`src/rtl/decoder_pkg.sv`:
```
// Shared definitions for registered_decoder: FSM state encoding and the
// default address width.
package decoder_pkg;

  localparam int ADDR_W_DEFAULT = 2;

  typedef enum logic {
    IDLE = 1'b0,
    SCAN = 1'b1
  } state_e;

endpackage

```
`src/rtl/decoder_core.sv`:
```
// Combinational N-to-2^N one-hot decoder; a low enable forces an all-zero result.
module decoder_core #(
  parameter int ADDR_W = 2
) (
  input  logic [ADDR_W-1:0]    address,
  input  logic                 enable,
  output logic [2**ADDR_W-1:0] out
);

  localparam int OUT_W = 2**ADDR_W;

  assign out = enable ? (OUT_W'(1) << address) : '0;

endmodule

```
`src/rtl/registered_decoder.sv`:
```
// Registered one-hot decoder with an optional scan sequence (rotate through all
// lines, then zero). Scan support is built only when REGISTERED_DECODER_SCAN_EN is defined.
module registered_decoder
  import decoder_pkg::*;
#(
  parameter int ADDR_W = ADDR_W_DEFAULT
) (
  input  logic                 clk,
  input  logic                 reset,
  input  logic                 in_valid,
  output logic                 in_ready,
  input  logic [ADDR_W-1:0]    address,
  input  logic                 enable,
  input  logic                 mode,
  output logic [2**ADDR_W-1:0] out,
  output logic                 out_valid,
  output logic                 busy
);

  localparam int OUT_W = 2**ADDR_W;

  logic [OUT_W-1:0] dec_out;
  logic [OUT_W-1:0] out_q;
  logic             out_valid_q;

  decoder_core #(
    .ADDR_W (ADDR_W)
  ) u_core (
    .address (address),
    .enable  (enable),
    .out     (dec_out)
  );

`ifdef REGISTERED_DECODER_SCAN_EN

  state_e            state_q;
  logic [ADDR_W-1:0] cnt_q;

  // Counter holds the number of rotations still to show; the step taken at
  // zero clears the output and releases the requester.
  always_ff @(posedge clk) begin
    if (reset) begin
      state_q     <= IDLE;
      out_q       <= '0;
      out_valid_q <= 1'b0;
      cnt_q       <= '0;
    end else begin
      out_valid_q <= 1'b0;
      case (state_q)
        IDLE: begin
          if (in_valid) begin
            out_q       <= dec_out;
            out_valid_q <= 1'b1;
            if (mode && enable) begin
              cnt_q   <= '1;
              state_q <= SCAN;
            end
          end
        end
        SCAN: begin
          out_valid_q <= 1'b1;
          if (cnt_q == '0) begin
            out_q   <= '0;
            state_q <= IDLE;
          end else begin
            out_q <= {out_q[OUT_W-2:0], out_q[OUT_W-1]};
            cnt_q <= cnt_q - 1'b1;
          end
        end
        default: state_q <= IDLE;
      endcase
    end
  end

  assign in_ready = (state_q == IDLE);
  assign busy     = (state_q == SCAN);

`else

  logic unused_mode;
  assign unused_mode = mode;

  always_ff @(posedge clk) begin
    if (reset) begin
      out_q       <= '0;
      out_valid_q <= 1'b0;
    end else begin
      out_valid_q <= in_valid;
      if (in_valid) begin
        out_q <= dec_out;
      end
    end
  end

  assign in_ready = 1'b1;
  assign busy     = 1'b0;

`endif

  assign out       = out_q;
  assign out_valid = out_valid_q;

endmodule

```
`config.mk`:
```
export PLATFORM = sky130hd
export DESIGN_NAME = registered_decoder
export DESIGN_NICKNAME = d
export VERILOG_FILES = /design/src/rtl/decoder_pkg.sv /design/src/rtl/decoder_core.sv /design/src/rtl/registered_decoder.sv
export SDC_FILE = /design/constraint.sdc
export NUM_CORES = 1
export LEC_CHECK = 0
export ABC_CLOCK_PERIOD_IN_PS = 1390
export CAP_MARGIN = 20
export CORE_AREA = 2 2 39 41
export CTS_BUF_LIST = sky130_fd_sc_hd__clkbuf_2 sky130_fd_sc_hd__clkbuf_4 sky130_fd_sc_hd__clkbuf_8
export DETAILED_ROUTE_END_ITERATION = 12
export DIE_AREA = 0 0 41 43
export GPL_ROUTABILITY_DRIVEN = 0
export PLACE_DENSITY_LB_ADDON = 0.25
export SLEW_MARGIN = 20
export SYNTH_ARGS = -nofsm -noshare
export SYNTH_HDL_FRONTEND = slang
export SYNTH_SLANG_ARGS = --single-unit
```
`constraint.sdc`:
```
create_clock -name clk -period 1.39 [get_ports clk]
set_clock_uncertainty 0.05 [all_clocks]
set_input_delay 0.278 -clock clk [delete_from_list [all_inputs] [get_ports clk]]
set_output_delay 0.278 -clock clk [all_outputs]
set_load 0.01 [all_outputs]
```
======== Word level (Yosys, flattened, before mapping) ========
Index checks and enable logic that the tools add are counted.
word-level totals
  flip-flop bits (word level) ............. 5
  input port bits ......................... 7
  word-level logic and storage cells ...... 4
operators by class
  shift-type cells ........................ 1
  multiplexer cells ....................... 1
operator list
  cell                                              number
  2-to-1 mux 4 bit                                  1
  << shifter 1 x 2 -> 4 bit (first input constant)  1

======== Logic depth before layout (Yosys ltp) ========
Gate-level depths: netlist (run 1).
  depth in word-level cells ............... 2
  gate-level depth with buffers ........... 2

======== Modules after synthesis ========
A second synthesis (run 1) with hierarchy kept.
second synthesis, totals
  cell total of the unflattened synthesis .. 23
  area total of the unflattened synthesis .. 232.7 µm²
modules (own cells, without submodules)
  module              cells an instance  times used  area each (µm²)
  registered_decoder  19                 1           195.2
  decoder_core        4                  1           37.5

======== Least setup slack after synthesis (run 1) ========
OpenSTA, ideal clock, no wires.
  path type ............................... register to output
  from .................................... register out_q[0], in the netlist out[0]
  to ...................................... output port out[0]
  setup slack ............................. 715 ps
  buffers on the path ..................... 0
  data arrival time ....................... 347 ps
  cell stages (with the launch flop) ...... 1
  cell sequence ........................... dfxtp_1
RTL lines
  element                   RTL line                  source
  start: declaration        registered_decoder.sv:23  logic [OUT_W-1:0] out_q;
  start signal: assignment  registered_decoder.sv:90  out_q <= dec_out;
  end: declaration          registered_decoder.sv:15  output logic [2**ADDR_W-1:0] out,
No word-level cell between the ends.

======== Worst setup path after layout (run 1) ========
  from .................................... register out_q[0], in the netlist out[0]
  to ...................................... output port out[0]
No word-level cell between the ends.

==> flow_summary.yaml, run 1 <==
floorplanning:
  die_w_um: 41
  rows: 14
  ios: 14
  initial_core_util: 0.151
  core_area_um2: 1380
  die-area_um2: 1760
  die_height_um: 43
placement:
  dp_hpwl_um: 332
  pre_cts_ws_ns: 0.114
  place_area_um2: 314
  numPortBuffers: 10
detailed_routing:
  drc_errors: 0
  wl_um: 471
  viasPerCell: 3.90
  vias: 195
  antenna_left: 0
  first_iter_violations: 3
  wl_per_cell_um: 9.42
  firstDrtPassIters: 3
yosys:
  synth_area_leaders: "dfxtp_1 48%, nand2b_1 12%, a21oi_1 9.6%"
  syn_inst: 22
  yosys.cell_count.top_type: "dfxtp_1"
  yosysWarningCount: 0
  ys_ff_latch: 5
  synth_fp_nets: 29
  mappedNetlistArea_um2: 209
  yosys-top-cells-count: "5 x dfxtp_1, 4 x a21oi_1, 4 x nand2b_1"
  synth-edff-count: 0
  synth.avg_cell_area_um2: 9.50
  async_flop_share: 0
  synth_flop_cell: "dfxtp_1"
  yosysSeqAreaShare: 0.479
  synth.top_cell.area_share: 0.479
  yosysTopAreaCell: "dfxtp_1"
  ys_types: 9
clocking:
  cts_tree: "yes"
  htree_levels: 1
  cts_resized: 5
  numClockSinks: 5
  numCtsBuffers: 3
  clock_latency_ns: 0.24
  root_buffer: "clkbuf_4"
  clockBufferDepth: 2
  cts_hold_buf: 0
  cts_setup_buffers: 0
  clkTransAtPathRegs_ns: 0.05
sta:
  layout_setup_ws_ns: 0.228
  fin_setup_tns_ns: 0
  fin_crit_sh: 0.836
  fin_crit_ns: 1.16
  fmax_mhz: 861
  hold_viol: 0
  rsz0062_at_grt: "no"
  setup_viol: 0
  slew_viol_final: 0
final_layout:
  nets: 42
  drive_above_1_share: 0.118
  diodes: 0
  area_growth_pct: 61.7
  fill_cells: 158
  seqCellArea_um2: 100
  multi_input_area_um2: 93.8
  stdcell_area_um2: 338
critical_path:
  worst-setup-path-type: "reg2out"
  crit_fanout: 2
  path_buf_inv: 1
  end_kind: "output port"
  cp.arrival_ns: 0.83
  critPathTopFamily: "flip-flops"
  startpoint_type: "register"
  critPathMaxStageDelay_ns: 0.32
  cp.required_ns: 1.06
  slowest_stage: "dfxtp_1"
  crit_chain: "dlygate4sd2_1"
grt:
  grt_pass1_wl_um: 786
  grt_pass1_vias: 190
  grt_overflow: 0
  antenna_found_initial: 0
  grtUsageTotal: 0.0693
  grt_max_degree: 10
power:
  irDropWorstVdd_v: 0.000304
  p_leak_nw: 0.140
  cellPowerDensity_nw_per_um2: 1130
  power_uw: 381
status:
  status: "completed"
flow_run:
  max-cap-violations: 0
worst_hold_path:
  hp-class: "reg2reg"
[metal layers]
metal | vias to the layer above | routed length (um) | GRT usage
li1 | 96 | - | -
met2 | 10 | 184 | 0.0813
met5 | - | 0 | 0
met4 | 0 | 0 | 0.0600
met1 | 89 | 228 | 0.0903
met3 | 0 | 58 | 0.0314
[state kept, by name, summed over array words and instances (netlist names)]
name,count
out,4
out_valid,1
[power breakdown]
| group | internal (mW) | total, mW | leakage (nW) | switching, mW |
|---|---|---|---|---|
| combinational | 0.0227 | 0.0399 | 0.0812 | 0.0172 |
| clock | 0.128 | 0.191 | 0.0184 | 0.0630 |
| sequential | 0.148 | 0.150 | 0.0408 | 0.00150 |
| total | 0.299 | 0.381 | 0.140 | 0.0817 |
[cell usage in the layout, fill, tap and decap left out, drive strengths merged]
| cell type | n |
|---|---|
| conb | 2 |
| nand4b | 2 |
| a21oi | 4 |
| nand4 | 1 |
| dfxtp | 5 |
| nand2b | 4 |
| clkdlybuf4s50 | 5 |
| nand4bb | 1 |
| clkbuf | 4 |
| nor2b | 1 |
| dlygate4sd2 | 5 |
[final timing paths]
path | startpoint | endpoint | slack, ns | cells after the start
worst min-delay path | out[3]$_SDFFE_PP0P_ | out[3]$_SDFFE_PP0P_ | 0.42 | 2
worst max register to register | out[1]$_SDFFE_PP0P_ | out[1]$_SDFFE_PP0P_ | 0.76 | 2
worst max-delay path | out[0]$_SDFFE_PP0P_ | out[0] | 0.23 | 1
worst min register to register | out[3]$_SDFFE_PP0P_ | out[3]$_SDFFE_PP0P_ | 0.42 | 2
[cell families after synthesis]
| group | count (synthesis) | share of synthesized area |
|---|---|---|
| other | 2 | 0.0359 |
| AOI/OAI and AO/OA | 4 | 0.0958 |
| DFF | 5 | 0.479 |
| and+or+nand+nor | 9 | 0.317 |
| buffers and inverters | 2 | 0.0718 |
[layout make-up]
| class | instances | share of cell area |
|---|---|---|
| clock buffer | 4 | 0.0889 |
| multi-input combinational | 15 | 0.278 |
| sequential | 5 | 0.296 |
| timing repair buffer | 10 | 0.278 |
| tap | 16 | 0.0593 |
[metrics by stage]
step / hold WS [ns] / util / cells
finish: 0.418 / 0.244 / 50
global route: 0.447 / 0.244 / 50
CTS: 0.418 / 0.244 / 50
detailed placement: 0.413 / 0.227 / 46
global placement: 0.411 / 0.227 / 46
floorplan: 0.297 / - / 22
No activity file was read; power rests on OpenSTA's default activity.
==> run 2: changes to the inputs <==
--- a/config.mk
+++ b/config.mk
@@ -5,7 +5,7 @@
 export SDC_FILE = /design/constraint.sdc
 export NUM_CORES = 1
 export LEC_CHECK = 0
-export ABC_CLOCK_PERIOD_IN_PS = 1390
+export ABC_CLOCK_PERIOD_IN_PS = 1000
 export CAP_MARGIN = 20
 export CORE_AREA = 2 2 39 41
 export CTS_BUF_LIST = sky130_fd_sc_hd__clkbuf_2 sky130_fd_sc_hd__clkbuf_4 sky130_fd_sc_hd__clkbuf_8
==> constraint.sdc (replaced) <==
create_clock -name clk -period 1 [get_ports clk]
set_clock_uncertainty 0.05 [all_clocks]
set_input_delay 0.2 -clock clk [delete_from_list [all_inputs] [get_ports clk]]
set_output_delay 0.2 -clock clk [all_outputs]
set_load 0.01 [all_outputs]
==> run 2 against run 1 <==
  * Design area fell by 2.6%
  * Via count unchanged
  * Wire length is 0.21% higher
  * Core utilization is 0.63 points lower
  * Clock power up 37%
  * Register-to-register slack got worse by 0.46 ns
  * Sequential power grew 39%
==> flow_summary.yaml, run 2 (synthesis results as in run 1) <==
final_layout:
  largest_register_ffs: 4
  drive_above_1_share: 0.286
  nets: 43
  layout_common_cells: "5 x dfxtp_1, 5 x buf_2"
  fill_cells: 161
  diodes: 0
  area_growth_pct: 57.5
placement:
  pre_cts_ws_ns: -0.199
  numPortBuffers: 10
  dp_hpwl_um: 334
clocking:
  root_buffer: "clkbuf_4"
  cts_setup_buffers: 0
  htree_levels: 1
  numCtsBuffers: 3
  clock_latency_ns: 0.24
  cts_tree: "yes"
  clockBufferDepth: 2
  numClockSinks: 5
  clkTransAtPathRegs_ns: 0.05
status:
  status: "completed"
power:
  internal-power_uw: 415
  p_leak_nw: 0.143
  comb_power_share: 0.104
  irDropWorstVdd_v: 0.000425
  seq_power_share: 0.397
  swShare: 0.209
  clkPwrFrac: 0.499
  p_switching_uw: 110
  cellPowerDensity_nw_per_um2: 1590
detailed_routing:
  antenna_left: 0
  firstDrtPassIters: 2
  wl_per_cell_um: 9.25
  drc_errors: 0
  wl_um: 472
  viasPerCell: 3.82
  vias: 195
  first_iter_violations: 2
critical_path:
  crit_fanout: 2
  critPathMaxStageDelay_ns: 0.33
  end_kind: "output port"
  path_buf_inv: 1
  r2r_start: "out[3]$_SDFFE_PP0P_"
  crit_chain: "buf_2"
  worst-setup-path-type: "reg2out"
  startpoint_type: "register"
  crit_cells: 1
  critPathTopFamily: "flip-flops"
  slowest_stage: "dfxtp_1"
  reg2regPathDepth: 3
  cp.arrival_ns: 0.70
  startpoint: "out[1]$_SDFFE_PP0P_"
  cp.required_ns: 0.75
floorplanning:
  rows: 14
  ios: 14
  die_w_um: 41
  initial_core_util: 0.151
  die-area_um2: 1760
  die_height_um: 43
  core_area_um2: 1380
worst_hold_path:
  hp-class: "in2reg"
  hold_path_depth: 2
  worstHoldStart: "in_valid"
grt:
  grt_pass1_vias: 193
  antenna_found_initial: 0
  grt_max_degree: 10
  met2_usage: 0.0750
  grtUsageTotal: 0.0694
  grt_pass1_wl_um: 752
  busiest_layer: "met1"
  grt_overflow: 0
  met3_usage: 0.0524
  grt_use_met1: 0.0841
sta:
  slew_viol_final: 0
  fmax_mhz: 1060
  fin_crit_ns: 0.947
  fin_crit_sh: 0.947
  hold_viol: 0
  fin_setup_tns_ns: 0
  layout_setup_ws_ns: 0.0531
  rsz0062_at_grt: "no"
  setup_viol: 0
flow_run:
  max-cap-violations: 0
run 2: final cells by class:
class,instances,area (um2),area share
Sequential cell,5,100,0.304
Timing Repair Buffer,11,85.1,0.259
Multi-Input combinational cell,15,93.8,0.285
Tap cell,16,20.0,0.0608
Clock buffer,4,30.0,0.0913
run 2: worst paths after layout:
check / endpoint / slack, ns
max: out[1] / 0.05
min: out_valid$_SDFF_PP0_ / 0.31
max reg2reg: out[3]$_SDFFE_PP0P_ / 0.30
min reg2reg: out[0]$_SDFFE_PP0P_ / 0.43
run 2: power groups by stage:
stage | Combinational (mW) | Clock (mW) | Sequential (mW)
floorplan | 0.0202 | 0 | 0.215
global placement | 0.0599 | 0 | 0.212
detailed placement | 0.0606 | 0 | 0.212
CTS | 0.0555 | 0.277 | 0.208
global route | 0.0601 | 0.297 | 0.208
finish | 0.0547 | 0.262 | 0.208
run 2: timing repair:
item                                    CTS  global route
resized for setup                        20             1
hold endpoints to repair                  0             0
hold buffers                              0             0
endpoints found under the setup margin    5             3
run 2: stage by stage:
step | instance area, um2 | util | cells | hold WS (ns) | power (mW)
2_1_floorplan | 209 | - | 22 | 0.219 | 0.235
3_3_place_gp | 322 | 0.232 | 47 | 0.409 | 0.272
3_5_place_dp | 322 | 0.232 | 47 | 0.418 | 0.273
4_1_cts | 327 | 0.236 | 51 | 0.426 | 0.540
5_1_grt | 329 | 0.238 | 51 | 0.327 | 0.565
6_report | 329 | 0.238 | 51 | 0.314 | 0.525
run 2: metal layers:
metal	share of wire	wire length (um)	vias to the layer above
met5	0	0	-
met4	0	0	0
met3	0.17	80	0
met2	0.36	171	12
met1	0.47	220	85
li1	-	-	98
